### config.mk
export PLATFORM = sky130hd
export DESIGN_NAME = qpsk_bit_splitter
export DESIGN_NICKNAME = d
export VERILOG_FILES = /design/src/rtl/qpsk_bit_splitter.sv
export SDC_FILE = /design/constraint.sdc
export NUM_CORES = 1
export LEC_CHECK = 0
export CORE_MARGIN = 5
export CORE_UTILIZATION = 33
export DETAILED_ROUTE_END_ITERATION = 16
export DONT_BUFFER_PORTS = 1
export GPL_TIMING_DRIVEN = 0
export PLACE_DENSITY = 0.54
export SYNTH_ARGS = -nofsm -noshare
export SYNTH_HDL_FRONTEND = slang
export SYNTH_SLANG_ARGS = --single-unit
### constraint.sdc
create_clock -name clk -period 5 [get_ports clk]
set_input_delay 1.25 -clock clk [delete_from_list [all_inputs] [get_ports clk]]
set_output_delay 1.25 -clock clk [all_outputs]
set_load 0.05 [all_outputs]
### src/rtl/qpsk_bit_splitter.sv
// qpsk_bit_splitter: pairs a serial bit stream into (I,Q) symbols held for SPS clocks.
// Define QPSK_DIFF_EN to differentially encode each dibit through a 2-bit phase register.
module qpsk_bit_splitter #(
  parameter int SPS   = 16,
  parameter int CNT_W = 8
) (
  input  logic clk,
  input  logic rst,
  input  logic bit_in,
  input  logic bit_valid,
  output logic bit_ready,
  output logic Ichannel,
  output logic Qchannel,
  output logic sym_valid,
  output logic sym_strobe,
  output logic underrun
);
  typedef enum logic {IDLE, RUN} state_t;
  state_t state_q, state_d;
  logic [CNT_W-1:0] cnt_q, cnt_d;
  logic [1:0] nbits_q, nbits_d, iq_new;
  logic b0_q, b0_d, b1_q, b1_d, i_q, i_d, q_q, q_d;
  logic sv_q, sv_d, strobe_q, strobe_d, ur_q, ur_d;
  logic boundary, load_now, xfer;
`ifdef QPSK_DIFF_EN
  logic [1:0] p_q, p_d, idx;
  // Gray-ordered phase index: 00->0, 01->1, 11->2, 10->3, and its inverse
  always_comb begin
    idx = {b0_q, b0_q ^ b1_q};
    p_d = load_now ? p_q + idx : p_q;
    iq_new = {p_d[1], p_d[1] ^ p_d[0]};
  end
  always_ff @(posedge clk)
    p_q <= rst ? 2'd0 : p_d;
`else
  assign iq_new = {b0_q, b1_q};
`endif
  assign bit_ready = (nbits_q < 2'd2) || load_now;
  always_comb begin
    boundary = (state_q == RUN) && (cnt_q == CNT_W'(SPS - 1));
    load_now = (nbits_q == 2'd2) && ((state_q == IDLE) || boundary);
    xfer = bit_valid && bit_ready;
    state_d = load_now ? RUN : boundary ? IDLE : state_q;
    cnt_d = ((state_q == IDLE) || boundary) ? '0 : cnt_q + 1'b1;
    sv_d = load_now ? 1'b1 : boundary ? 1'b0 : sv_q;
    strobe_d = load_now;
    ur_d = boundary && !load_now;
    {i_d, q_d} = load_now ? iq_new : {i_q, q_q};
    // a load frees the whole buffer, so a simultaneous transfer becomes the new b0
    nbits_d = load_now ? {1'b0, xfer} : nbits_q + {1'b0, xfer};
    b0_d = (xfer && (load_now || nbits_q == 2'd0)) ? bit_in : b0_q;
    b1_d = (xfer && !load_now && nbits_q == 2'd1) ? bit_in : b1_q;
  end
  always_ff @(posedge clk) begin
    if (rst) begin
      state_q  <= IDLE;
      cnt_q    <= '0;
      nbits_q  <= 2'd0;
      b0_q     <= 1'b0;
      b1_q     <= 1'b0;
      i_q      <= 1'b0;
      q_q      <= 1'b0;
      sv_q     <= 1'b0;
      strobe_q <= 1'b0;
      ur_q     <= 1'b0;
    end else begin
      state_q  <= state_d;
      cnt_q    <= cnt_d;
      nbits_q  <= nbits_d;
      b0_q     <= b0_d;
      b1_q     <= b1_d;
      i_q      <= i_d;
      q_q      <= q_d;
      sv_q     <= sv_d;
      strobe_q <= strobe_d;
      ur_q     <= ur_d;
    end
  end
  assign Ichannel   = i_q;
  assign Qchannel   = q_q;
  assign sym_valid  = sv_q;
  assign sym_strobe = strobe_q;
  assign underrun   = ur_q;
endmodule

==> results of run 1 <==
[power by group]
group / total [uW] / switching (uW) / leakage, uW / internal (uW)
sequential: 162 / 18.1 / 0.000138 / 144
combinational: 39.4 / 21.8 / 0.000124 / 17.6
clock: 72.4 / 41.4 / 0.0000150 / 31.0
total: 274 / 81.3 / 0.000276 / 193
[cells by family (layout without fill, tap and decap cells)]
logic type | after synthesis | after routing
mux | 5 | 5
compound gates | 4 | 4
fa+ha+maj | 2 | 2
xor+xnor | 7 | 7
buf+inv | 5 | 9
flops | 17 | 17
simple gates | 34 | 34
[state kept, by name (all words and copies together), names as in the netlist]
| name | count |
|---|---|
| cnt_q | 8 |
| state_q | 1 |
| nbits_q | 2 |
| sym_strobe | 1 |
| b1_q | 1 |
| Qchannel | 1 |
| Ichannel | 1 |
| b0_q | 1 |
| underrun | 1 |
[Yosys cell counts (all sizes together)]
cell type | number | area [um^2]
a311oi | 1 | 15.0
a21oi | 1 | 5.00
nor3 | 2 | 10.0
nor4b | 1 | 8.76
nor2 | 12 | 45.0
ha | 2 | 25.0
or4 | 1 | 7.51
nand2 | 4 | 15.0
nand3 | 2 | 10.0
xor2 | 2 | 17.5
inv | 2 | 7.51
mux2i | 5 | 50.1
nand2b | 7 | 43.8
xnor2 | 5 | 43.8
dfxtp | 17 | 340
o21ai | 2 | 10.0
buf | 2 | 10.0
nand3b | 2 | 15.0
and3b | 1 | 8.76
clkbuf | 1 | 3.75
or2 | 2 | 12.5
[cell type report]
type | count | area share [%]
well taps | 27 | 4.42
plain buffers | 3 | 1.80
inverters | 2 | 0.982
flip-flops and latches | 17 | 44.5
multi-input cells | 52 | 44.8
clock buffers | 4 | 3.44
[worst max-delay path: cells and delay by family (launching register included)]
kind             cells  cell delay [ns]
AO/OA/AOI/OAI        1             0.26
AND/OR/NAND/NOR      3             1.23
flip-flops           1             0.36
[metal layers]
layer | wire length [um] | GRT usage [%] | vias up
met2 | 514 | 12.2 | 10
li1 | - | - | 252
met1 | 551 | 10.2 | 227
met3 | 83 | 4.87 | 2
met5 | 0 | 0 | -
met4 | 7 | 3.05 | 0
[worst max-delay path by stage]
| stage | startpoint | endpoint | slack, ns | cells after the start |
|---|---|---|---|---|
| after floorplan | cnt_q[4]$_SDFF_PP0_ | bit_ready | 2.14 | 4 |
| after global placement | cnt_q[4]$_SDFF_PP0_ | bit_ready | 1.91 | 4 |
| after detailed placement | cnt_q[4]$_SDFF_PP0_ | bit_ready | 1.93 | 4 |
| after CTS | cnt_q[4]$_SDFF_PP0_ | bit_ready | 1.56 | 4 |
| after global routing | cnt_q[4]$_SDFF_PP0_ | bit_ready | 1.43 | 4 |
| final | cnt_q[4]$_SDFF_PP0_ | bit_ready | 1.61 | 4 |
[stage by stage]
step / util, % / std cells / power (uW) / area (um^2)
3_5_place_dp: 36.9 / 101 / 205 / 738
5_1_grt: 38.2 / 105 / 292 / 764
2_1_floorplan: - / 74 / 198 / 704
6_report: 38.2 / 105 / 274 / 764
3_3_place_gp: 36.9 / 101 / 205 / 738
4_1_cts: 38.2 / 105 / 282 / 764
==> impl.org, run 1 <==
** Outcome
- The flow ran to the end, and the final reports show no timing, DRC or antenna violations.

** Clocking
- Clock tree synthesis inserted a total of 3 buffers.
- CTS tree :: built
- Clock latency at the later pin of the worst-skew pair :: about 0.29 ns
- Count of clock tree sinks :: 17
- Once the clock tree was built, the setup fixing pass inserted 0 buffers.
- Clock tree synthesis selected as its root buffer the cell clkbuf_4.
- The number of gates resized after CTS was 0.
- Hold repair after CTS inserted 0 buffers.
- CTS built an H-tree with a depth of 1.
- Clock-pin slew was measured on the worst setup and hold paths at approximately 0.1 ns.
- The clock passes through at most 2 buffers.

** Final layout
- The number of antenna diodes in the final layout is 0.
- The layout has ~220 filler cells.
- Across the whole layout, storage elements account for 340 um^2.
- Most common cell after layout, fill and taps aside :: dfxtp_1
- In the final layout, the share of cells above drive strength 1 is approximately 9.0%.
- Final nets :: 85
- In the final layout, the multi-input gates occupy roughly 340 um^2.
- Commonest non-fill, non-tap cells in the layout :: dfxtp_1, nor2_1, nand2b_1
- Layout area overhead :: 8.53%

** STA
- Timing would allow up to approximately 300 MHz.
- The number of max-slew violations in the final report came to 0.
- Hold slack final :: approximately 0.46 ns
- Once routing completed, OpenROAD measured the worst setup slack at between 1.5 and 2 ns.
- For the final database, setup skew stands at about 0.0066 ns.
- Fin Setup TNS :: 0 ns
- At the pin with the least slew margin, the transition time is between 0.5 and 0.6 ns.
- The number of hold-slack violations in the final timing report is 0.
- Final period util :: between 60 and 70%
- Max transition margin :: between 60% and 70%
- Setup repair after global routing left no endpoint under its margin.
- Final critical path time including I/O delays and setup :: 3.39 ns
- Final Setup Violations :: 0

** Synth
- Summing the areas of all xor and xnor instances in the mapped netlist gives 8.70% of the synthesized area.
- Post-Synthesis Net Count :: 80
- Synthesis instantiated 22 different standard cells from the library.
- Summing the areas of all and, or, nand and nor instances in the mapped netlist gives between 20% and 30% of the synthesized area.
- The synthesized design contains 17 register bits.
- After synthesis, the largest family of logic cells by area is simple AND/OR/NAND/NOR gates.
- Syn Area/Cell :: around 9.5 um^2
- Compound-cell area share of the yosys netlist :: roughly 4.3%
- Cell area after synthesis :: ~700 um^2
- Sequential-to-total area share from yosys stat :: about half
- Portion of netlist area occupied by mux cells :: under 10%
- Synth Area in Adders :: about 3.6%
- Number of standard cells after synthesis :: 74
- For this run, the number of Yosys warnings is 0.

** Floorplanning
- The die is between 50 and 60 um wide.
- Die Y :: roughly 56 um
- The floorplan has 16 rows.
- Initial standard-cell utilization of the core :: approximately a third
- I/O pins :: 10
- The die covers approximately 0.0032 mm^2.
- In this run the standard cell core region covers between 0.002 and 0.0025 mm^2.

** Placement
- Detailed placement ended at an HPWL of ~840 um.
- Worst-case setup slack after placement :: around 1.9 ns
- Number of port buffers :: 0
- The congestion estimate from routability-driven global placement came to 0.678.

** Routing
- Iteration-0 DRC Markers :: 8
- Vias/cell :: between 4 and 5
- Detailed routing inserted a total of around 500 vias.
- TritonRoute pass-1 iters :: 4
- After detailed routing, the average wire length per cell comes to approximately 11 um.
- The routed design has about 1.2 mm of wire.
- For this run, design rule violations remaining after detail routing come to 0.
- The count of nets left with antenna violations once routing finished came out at 0.

** GRT
- The number of global-route vias before repair was roughly 460.
- The initial antenna violation count was 0.
- Pin count of the biggest net entering global routing :: 11
- Total congestion overflow after global routing :: 0
- The first global-routing pass estimated around 2.0 mm of wire.
- Overall Global Routing Usage :: around 8.4%

** Critical path
- The worst setup path is of the reg2out kind.
- Reg-to-reg critical path startpoint :: cnt_q[4]$_SDFF_PP0_
- Critical Path RT :: 3.75 ns
- For flop-to-flop paths, the worst setup slack is just under 3 ns.
- STA classifies the critical path endpoint as an output port.
- Slowest cell on the critical path :: or4_1
- Worst r2r path cells :: 7
- Reg2Reg Capture Point :: nbits_q[0]$_SDFF_PP0_
- Delay of the slowest cell on the worst path :: about 0.55 ns
- Of all nets on the critical path, the largest fanout is 5.
- Walking the worst path, the cells encountered are or4_1 -> o21ai_0 -> nand3b_1 -> nand2_1.
- Crit path DAT :: 2.14 ns
- Element type at the critical path start :: flop

** Worst hold path
- Hold path depth :: 1
- In this run the worst hold path is classified as reg2reg.
- The worst hold path begins at cnt_q[0]$_SDFF_PP0_.
- The worst hold path terminates at cnt_q[0]$_SDFF_PP0_.

** Power
- The analysis attributes to cell leakage a power of approximately 0.00028 uW.
- In this run the power density over the cells is approximately 360 mW/mm^2.
- Worst vdd rail ir drop :: roughly 0.00017 V

** Run
- Across the run, the number of max-cap violations was 0.
(Power assumes the default switching activity.)
==> run 2, diff against run 1 <==
==> constraint.sdc (replaced) <==
create_clock -name clk -period 3.3 [get_ports clk]
set_input_delay 0.825 -clock clk [delete_from_list [all_inputs] [get_ports clk]]
set_output_delay 0.825 -clock clk [all_outputs]
set_load 0.05 [all_outputs]
==> results of run 2 <==
The final DEF is identical to that of run 1. Status: finished, final reports clean.
Among the figures that moved: setup slack after placement 1.93 ns -> 0.653 ns; setup slack after layout 1.61 ns -> 0.337 ns; register-to-register setup slack 2.91 ns -> 1.21 ns; total power 274 uW -> 415 uW; worst IR drop on VDD 0.000171 V -> 0.000260 V
